<file path="config.mk">
export PLATFORM = sky130hd
export DESIGN_NAME = ballot_input_controller
export DESIGN_NICKNAME = d
export VERILOG_FILES = /design/src/rtl/ballot_input_controller.sv
export SDC_FILE = /design/constraint.sdc
export NUM_CORES = 1
export LEC_CHECK = 0
export CAP_MARGIN = 0
export CORE_MARGIN = 4
export CORE_UTILIZATION = 50
export CTS_CLUSTER_SIZE = 14
export DETAILED_ROUTE_END_ITERATION = 10
export GPL_ROUTABILITY_DRIVEN = 1
export PLACE_DENSITY = 0.77
export REMOVE_ABC_BUFFERS = 1
export SETUP_SLACK_MARGIN = 0.05
export SYNTH_ARGS = -nofsm -noshare
export SYNTH_HDL_FRONTEND = slang
export SYNTH_SLANG_ARGS = --single-unit
</file>
<file path="constraint.sdc">
create_clock -name clock -period 4.82 [get_ports clock]
set_input_delay 0.723 -clock clock [delete_from_list [all_inputs] [get_ports clock]]
set_output_delay 0.723 -clock clock [all_outputs]
set_load 0.01 [all_outputs]
</file>
<file path="src/rtl/ballot_input_controller.sv">
// ballot_input_controller: synchronise and debounce four candidate buttons and accept one vote per armed ballot
module ballot_input_controller #(
  parameter int DEBOUNCE_CYCLES = 4,
  parameter int HOLD_CYCLES = 8,
  parameter int LOCKOUT_CYCLES = 16
) (
  input  logic clock,
  input  logic reset,
  input  logic mode,
  input  logic ballot_enable,
  input  logic button1,
  input  logic button2,
  input  logic button3,
  input  logic button4,
  output logic valid_vote_1,
  output logic valid_vote_2,
  output logic valid_vote_3,
  output logic valid_vote_4,
  output logic ballot_armed,
  output logic invalid_press,
  output logic busy
);
  localparam int DW = $clog2(DEBOUNCE_CYCLES + 1);
  localparam int HW = $clog2(HOLD_CYCLES + 1);
  localparam int LW = $clog2(LOCKOUT_CYCLES + 1);
  localparam logic [1:0] IDLE = 2'd0, ARMED = 2'd1, CAPTURE = 2'd2, LOCKOUT = 2'd3;
  logic [3:0] raw, s1, s2, db, sel, sel_n, vote_n;
  logic [DW-1:0] cnt [4];
  logic [1:0] state, state_n;
  logic [HW-1:0] hold, hold_n;
  logic [LW-1:0] lock, lock_n;
  logic inv_n, one_hot, multi, multi_seen;
  assign raw = {button4, button3, button2, button1};
  assign one_hot = db != 4'd0 && (db & (db - 4'd1)) == 4'd0;
  assign multi = db != 4'd0 && !one_hot;
  always_ff @(posedge clock)
    if (reset) begin
      s1 <= '0;
      s2 <= '0;
    end else begin
      s1 <= raw;
      s2 <= s1;
    end
  // a level flips only after the synchronised value disagrees with it for a full run
  always_ff @(posedge clock)
    for (int i = 0; i < 4; i++)
      if (reset) begin
        cnt[i] <= '0;
        db[i] <= 1'b0;
      end else if (s2[i] == db[i]) cnt[i] <= '0;
      else if (cnt[i] == DW'(DEBOUNCE_CYCLES)) begin
        db[i] <= ~db[i];
        cnt[i] <= '0;
      end else cnt[i] <= cnt[i] + 1'b1;
  always_comb begin
    state_n = state;
    hold_n = hold;
    lock_n = lock;
    sel_n = sel;
    vote_n = '0;
    inv_n = 1'b0;
    case (state)
      IDLE: state_n = (ballot_enable && !mode) ? ARMED : IDLE;
      ARMED:
        if (mode) state_n = IDLE;
        else if (one_hot) begin
          sel_n = db;
          hold_n = '0;
          state_n = CAPTURE;
        end else inv_n = multi && !multi_seen;
      CAPTURE:
        if (mode) state_n = IDLE;
        else if (db != sel) begin
          inv_n = 1'b1;
          state_n = ARMED;
        end else if (hold == HW'(HOLD_CYCLES - 1)) begin
          vote_n = sel;
          lock_n = '0;
          state_n = LOCKOUT;
        end else hold_n = hold + 1'b1;
      default:
        if (lock == LW'(LOCKOUT_CYCLES) && db == 4'd0) state_n = IDLE;
        else if (lock != LW'(LOCKOUT_CYCLES)) lock_n = lock + 1'b1;
    endcase
  end
  // multi_seen survives a CAPTURE rejection so one multi-press event flags only once
  always_ff @(posedge clock)
    if (reset) begin
      state <= IDLE;
      hold <= '0;
      lock <= '0;
      sel <= '0;
      multi_seen <= 1'b0;
      {valid_vote_4, valid_vote_3, valid_vote_2, valid_vote_1} <= '0;
      invalid_press <= 1'b0;
      ballot_armed <= 1'b0;
      busy <= 1'b0;
    end else begin
      state <= state_n;
      hold <= hold_n;
      lock <= lock_n;
      sel <= sel_n;
      multi_seen <= multi && (state == ARMED || state == CAPTURE);
      {valid_vote_4, valid_vote_3, valid_vote_2, valid_vote_1} <= vote_n;
      invalid_press <= inv_n;
      ballot_armed <= state_n == ARMED || state_n == CAPTURE;
      busy <= state_n == CAPTURE || state_n == LOCKOUT;
    end
endmodule
</file>
# Yosys cells after proc, flatten, opt, wreduce, memory -nomap -nowiden
# Memories as Yosys holds them, arrays and structs flattened.
# Index checks and enable logic that the tools add are counted.
[word_totals]
word_cells = 185
ramBits = 12
n_memories = 1
inputBits = 8
register_bits = 35
[mem_list]
columns = ["memory", "depth", "width", "read_ports", "rd_ports_with_merged_regs", "write_ports", "line_no", "source"]
rows = [
  ["cnt", 4, 3, 4, 0, 4, "28", "logic [DW-1:0] cnt [4];"],
]
[classes]
reduce_logical = 27
n_eq_ne = 24
addsub = 7
bitwise = 25
n_mux = 83
[op_table]
columns = ["operator", "n"]
rows = [
  ["$mux W1", 51],
  ["$mux W3", 12],
  ["$mux W5", 5],
  ["$mux W4", 5],
  ["$add A3 B1 Y3 const B", 4],
  ["$eq A3 B3 Y1 const B", 4],
  ["$mux W2", 6],
  ["$ne A2 B2 Y1 const B", 6],
  ["$not A1 Y1", 12],
  ["$or A1 B1 Y1", 12],
  ["$reduce_and A6 Y1", 2],
  ["$pmux W5 S2", 1],
  ["$logic_not A4 Y1", 2],
  ["$pmux W4 S2", 1],
  ["$reduce_and A2 Y1", 4],
  ["$eq A2 B2 Y1 const B", 3],
  ["$logic_and A1 B1 Y1", 6],
  ["$pmux W2 S3", 1],
  ["$add A5 B1 Y5 const B", 1],
  ["$eq A5 B5 Y1 const B", 1],
  ["$ne A5 B5 Y1 const B", 1],
  ["$reduce_or A5 Y1", 1],
  ["$add A4 B1 Y4 const B", 1],
  ["$and A4 B4 Y4", 1],
  ["14 further kinds", 23],
]

# Depth between registers and ports, before layout
# Gate-level depths: netlist (run 1).
[logic_depth]
word_depth = 10
mapped_depth = 11

# Worst setup path after synthesis (run 1)
# No wires, ideal clock.
[synth_path]
path_kind = "reg2reg"
start = "register state[1]"
end = "register lock[4]"
setup_ns = 0.070
path_slack_ns = 2.776
period_less_slack_ns = 2.044
t_arrival_ns = 1.974
path_stages_with_launch = 7
n_path_buf = 0
path_cell_list = "dfxtp_1 > inv_1 > ha_1 > or3_1 > o31a_1 > or4_1 > a21oi_1"
[synth_between]
elab_chain_len = 4
elab_cells_between_ends = 12
[synth_rtl]
columns = ["item", "line_no", "source"]
rows = [
  ["start: declaration", "29", "logic [1:0] state, state_n;"],
  ["start signal: assignment", "99", "state <= state_n;"],
  ["$eq A2 B1 Y1 / $logic_not A2 Y1 (equally long branches)", "62", "case (state)"],
  ["$reduce_or A2 Y1 (no source line)", "n/a", ""],
  ["$not A1 Y1 (no source line)", "n/a", ""],
  ["$reduce_and A6 Y1 (no source line)", "n/a", ""],
  ["end signal: assignment", "101", "lock <= lock_n;"],
  ["end: declaration", "31", "logic [LW-1:0] lock, lock_n;"],
]
# Parallel ways exist; a longest one is shown, timed or not.
# A chain may end at the register's enable or synchronous reset.

# Final worst setup path (run 1)
# Same ends and word-level chain as after synthesis.

==> results.cfg, run 1 <==
[grt]
antenna_found_initial = 0
grt_pass1_wl_um = 6760
grt_pass1_vias = 1591
grt_usage_pct = 14.1
grt_max_degree = 33
grt_overflow_total = 0

[worst_hold_path]
min-delay-start = s1[0]
hold_class = reg -> reg

[floorplanning]
core_sq_um = 4470
die_w_um = 76.9
row_count = 24
io_pins = 15
initial_core_util_pct = 53.1
die_h_um = 76.9
dieArea_sq_um = 5920

[timing]
fin_crit_sh_pct = 51.2
finalClockSkew_ns = 0.00938
fin_tns_setup_ns = 0
worst_slack_ns = 2.35
max_freq_mhz = 405
relSlewSlack_pct = 65.0
slew_violations = 0
hold_viol_final = 0
rsz0062_at_grt = no
worstMarginPinSlew_ns = 0.524
finalSetupViolations = 0
min_period_ns = 2.47

[cells_and_area]
drive_gt1_share_pct = 6.77
layout.nets = 289
diodes = 0
final_cell_count_no_fill = 318
syn_to_final_growth_pct = 11.4
fin_util_pct = 59.1

[place]
preCtsSetupSlack_ns = 2.15
place_congestion = 0.787
post-place-cells = 310
post-dp-hpwl_um = 2780
io_buffers = 14

[cts]
cts_buffer_depth = 2
htreeDepth = 2
cts_post_setup_buffers_inserted = 0
cts.sinks = 47
clk_pin_slew_ns = 0.09
ctsHoldBuffers = 0
cts_resized = 0
clk_latency_ns = 0.30
cts_buffers = 5
cts_tree = built
cts_root_buffer = clkbuf_8

[synth]
synth_most_common_cell = dfxtp_1
synth_warnings = 0
synth_commonest_cells = dfxtp_1, inv_1, nor2_1
synth-edff-count = 12
yosys.area.top_type = dfxtp_1
async_flop_share_pct = 0
synth_area_sq_um = 2370
synth_cells = 242
syn_avg_cell_area_sq_um = 9.81
ys_ff_latch = 47
ys_seq_area_share_pct = 44.7
yosys-top-cells-area = dfxtp_1, edfxtp_1, ha_1, a21oi_1, mux2i_1
synth_top_cell_area_share_pct = 29.5
dominantRegCellSynth = dfxtp_1
synth_cell_types = 47

[critical_path]
startpoint_type = flop
reg2reg_slack_ns = 2.35
r2r_cells = 6
startpoint = state[1]
arrival_ns = 2.70
critPathMaxStageDelay_ns = 0.49
reg2reg_to = lock[4]
cp_max_fo = 12
crit_path_end_kind = flop
endpoint = lock[4]
required_ns = 5.05
worstSetupPathType = reg -> reg
crit_chain = ha_1, nand4b_1, or3_1, o31a_1, or4_1, a21oi_1
r2r_start = state[1]
cp_slowest_cell = or4_1

[run]
cap_violations = 0

[power_and_ir_drop]
vdd_drop_max_mv = 0.206
power.total_uw = 703
power_density_nw_per_um2 = 266
leakage_nw = 1.00

[route]
routed_wl_um = 3820
drtPass1Iterations = 4
dr.first_iter.drc_count = 88
routed-via-count = 1690
drc = 0
ant_nets = 0
viasPerCell = 5.31
wl_per_cell_um = 12.0

[run_status]
status = completed
-- cells in the final DEF (no fill, tap or decap), types with 2 or more instances in the layout --
cell type / synthesis / layout
a211oi_1: 3 / 3
a21oi_1: 15 / 15
a31oi_1: 2 / 2
a32o_1: 2 / 2
and2_1: 6 / 6
and3_1: 9 / 9
clkbuf_8: 0 / 5
clkdlybuf4s50_1: 0 / 14
conb_1: 1 / 12
dfxtp_1: 35 / 35
edfxtp_1: 12 / 12
ha_1: 16 / 16
inv_1: 18 / 18
mux2i_1: 7 / 7
nand2_1: 15 / 15
nand3_1: 9 / 9
nor2_1: 17 / 17
nor2b_1: 11 / 11
nor3_1: 9 / 9
nor4b_1: 2 / 2
o21ai_0: 7 / 7
o31ai_1: 4 / 4
or3_1: 2 / 2
or3_2: 2 / 2
or4_1: 2 / 2
xnor2_1: 4 / 4
xnor2_2: 4 / 4
-- stage by stage --
stage	hold slack, ns	cell area, sq um
after global placement	0.418	2560
after detailed placement	0.424	2560
after CTS	0.447	2650
after global routing	0.461	2650
after floorplan	0.414	2340
final	0.440	2650
-- worst max-delay path, delay by kind of cell, from the launching register on --
family	cells	cell delay (ns)
AND/OR/NAND/NOR	3	1.03
AO/OA/AOI/OAI	2	0.49
flip-flops	1	0.45
adder cells (fa/ha/maj)	1	0.44
-- layout make-up --
cell class | count | area, sq um
inverter | 18 | 67.6
multi-input combinational | 178 | 1220
clock inverter | 2 | 16.3
timing repair buffer | 15 | 148
fill | 401 | 1830
sequential | 47 | 1060
tap | 52 | 65.1
clock buffer | 6 | 72.6
-- per-layer routing --
layer | global-route usage [%] | vias up | part of all wire (%)
met2 | 23.8 | 20 | 49
li1 | - | 883 | -
met1 | 16.8 | 782 | 46
met4 | 7.25 | 0 | 1.8
met5 | 0 | - | 0
met3 | 3.16 | 5 | 3.2
-- sequential cells by signal, indices dropped and copies added, names as in the netlist --
register	flops
valid_vote_2	1
s1	4
busy	1
valid_vote_4	1
cnt	12
lock	5
valid_vote_1	1
hold	4
state	2
multi_seen	1
db	4
ballot_armed	1
valid_vote_3	1
sel	4
s2	4
invalid_press	1
-- report_power, final --
part / switching (mW) / internal (mW) / leakage (nW)
sequential: 0.00617 / 0.413 / 0.408
clock: 0.135 / 0.104 / 0.0418
combinational: 0.0244 / 0.0207 / 0.553
total: 0.165 / 0.538 / 1.00
-- how the worst min path moves through the flow --
stage / end / slack (ns) / cells past startpoint
final: s2[0] / 0.44 / 1
after CTS: s2[2] / 0.45 / 1
after global routing: s2[2] / 0.46 / 1
after floorplan: s2[0] / 0.41 / 1
after global placement: s2[2] / 0.42 / 1
after detailed placement: s2[2] / 0.42 / 1
-- cell families after synthesis --
family                     after synthesis  synth area share (%)
xor gates and xnor gates                 9                  4.58
adders and majority gates               17                  8.85
AOI/OAI and AO/OA                       40                  10.9
and+or+nand+nor                         92                  21.6
other                                    1                 0.158
muxes                                    8                  3.42
buffers and inverters                   28                  5.85
DFF                                     47                  44.7
Power figures use the tool's default switching activity.
==> run 2, diff against run 1 <==
clock period = 2.4 ns   (was 4.82 ns; I/O delays follow)
==> run 2 against run 1 <==
  * Sequential power grew 100%
  * Wire length grew 4.2%
  * Combinational power grew 110%
  * Global-route usage grew 0.42 points
  * Maximum frequency grew 11%
  * Register-to-register slack lost 2.2 ns
  * Worst setup slack lost 2.2 ns
  * Flip-flop and latch count is the same
  * Largest cell class unchanged
  * Highest routed layer unchanged
==> results.cfg, run 2 (synthesis gave the netlist of run 1 again) <==
[run_status]
status = completed

[cells_and_area]
regArea_sq_um = 1060
top_regs = cnt x12, lock x5
n_fill_cell = 383
final_cell_count_no_fill = 321
drive_gt1_share_pct = 8.55
layout.nets = 292
layout_common_cells = dfxtp_1, inv_1, nor2_1
largest_reg_flops = 12
diodes = 0
syn_to_final_growth_pct = 14.4
regMostFlops = cnt
final_common_cell = dfxtp_1
multi_input_area_sq_um = 1220

[timing]
hold_ws_ns = 0.443
min_period_ns = 2.23
max_freq_mhz = 448
worst_slack_ns = 0.169
fin_tns_setup_ns = 0
slew_violations = 0
finalSetupViolations = 0
fin_crit_sh_pct = 93.0
hold_viol_final = 0
finalClockSkew_ns = 0.00407
rsz0062_at_grt = no
worstMarginPinSlew_ns = 0.502
relSlewSlack_pct = 66.3

[route]
routed_wl_um = 3980
routed-via-count = 1748
ant_nets = 0
drc = 0
wl_per_cell_um = 12.4
viasPerCell = 5.45
drtPass1Iterations = 4
dr.first_iter.drc_count = 85

[floorplanning]
core_sq_um = 4470
io_pins = 15
row_count = 24
dieArea_sq_um = 5920
initial_core_util_pct = 53.1
die_w_um = 76.9
die_h_um = 76.9

[cts]
cts.sinks = 47
cts_resized = 0
cts_buffer_depth = 2
htreeDepth = 2
ctsHoldBuffers = 0
clk_latency_ns = 0.30
cts_buffers = 5
cts_tree = built
cts_root_buffer = clkbuf_8
clk_pin_slew_ns = 0.08
cts_post_setup_buffers_inserted = 0

[power_and_ir_drop]
leakage_nw = 1.04
power.total_mw = 1.61
power_density_nw_per_um2 = 592
vdd_drop_max_mv = 0.420

[critical_path]
arrival_ns = 2.42
crit_path_end_kind = flop
startpoint_type = flop
cp_max_fo = 9
worstSetupPathType = reg -> reg
required_ns = 2.59

[place]
place_congestion = 0.861
post-place-cells = 313
io_buffers = 14
post-dp-hpwl_um = 2900
preCtsSetupSlack_ns = 0.197

[grt]
antenna_found_initial = 0
grt_usage_pct = 14.5
grt_pass1_wl_um = 6990
grt_max_degree = 32
grt.met2_usage_pct = 24.7
gr-usage-met3_pct = 3.75
grt_pass1_vias = 1662
met1_usage_pct = 16.9
grt_overflow_total = 0
gr-max-usage-layer = met2

[worst_hold_path]
hold_class = reg -> reg

[run]
cap_violations = 0
## run 2: cell types whose count changed in the layout (fill, tap and decap cells not counted), sizes merged
cell	previous run	this run
inv	19	18
bufinv	0	2
buf	1	4
clkinvlp	1	0
## run 2: layout make-up
| cell class | count | area share, % |
|---|---|---|
| Multi-Input combinational cell | 178 | 44.9 |
| Sequential cell | 47 | 39.1 |
| Timing Repair Buffer | 18 | 6.26 |
| Clock buffer | 6 | 2.67 |
| Inverter | 18 | 2.49 |
| Tap cell | 52 | 2.40 |
| Clock inverter | 2 | 2.21 |
## run 2: routing by layer
layer | up-vias | wire [um] | share of wire, %
li1 | 888 | - | -
met1 | 821 | 1840 | 46
met2 | 30 | 1920 | 48
met3 | 9 | 142 | 3.6
met4 | 0 | 76 | 1.9
met5 | - | 0 | 0
## run 2: stage by stage
step           util [%]  cell area, sq um
6_report           60.7              2720
5_1_grt            60.7              2720
4_1_cts            60.6              2710
3_5_place_dp       57.7              2580
3_3_place_gp       57.7              2580
2_1_floorplan         -              2340
## run 2: path summary, 6_finish.rpt
path	startpoint	to	slack, ns	cells after the start
hold reg to reg	s1[1]	s2[1]	0.44	1
setup reg to reg	db[1]	ballot_armed	0.17	7
hold / removal	s1[1]	s2[1]	0.44	1
setup / recovery	db[1]	ballot_armed	0.17	7
## run 2: critical path, stage by stage, from the launching register on
cell      delay [ns]
dfxtp_1         0.58
xor2_1          0.12
a211oi_1        0.46
a21oi_1         0.14
o311a_1         0.35
a21o_1          0.17
ha_1            0.26
nor2_1          0.04
## run 2: report_power, final
part / switching (mW) / internal (mW) / leakage, nW / total (mW)
logic: 0.0512 / 0.0431 / 0.568 / 0.0943
registers: 0.0128 / 0.829 / 0.408 / 0.842
clock network: 0.256 / 0.416 / 0.0654 / 0.672
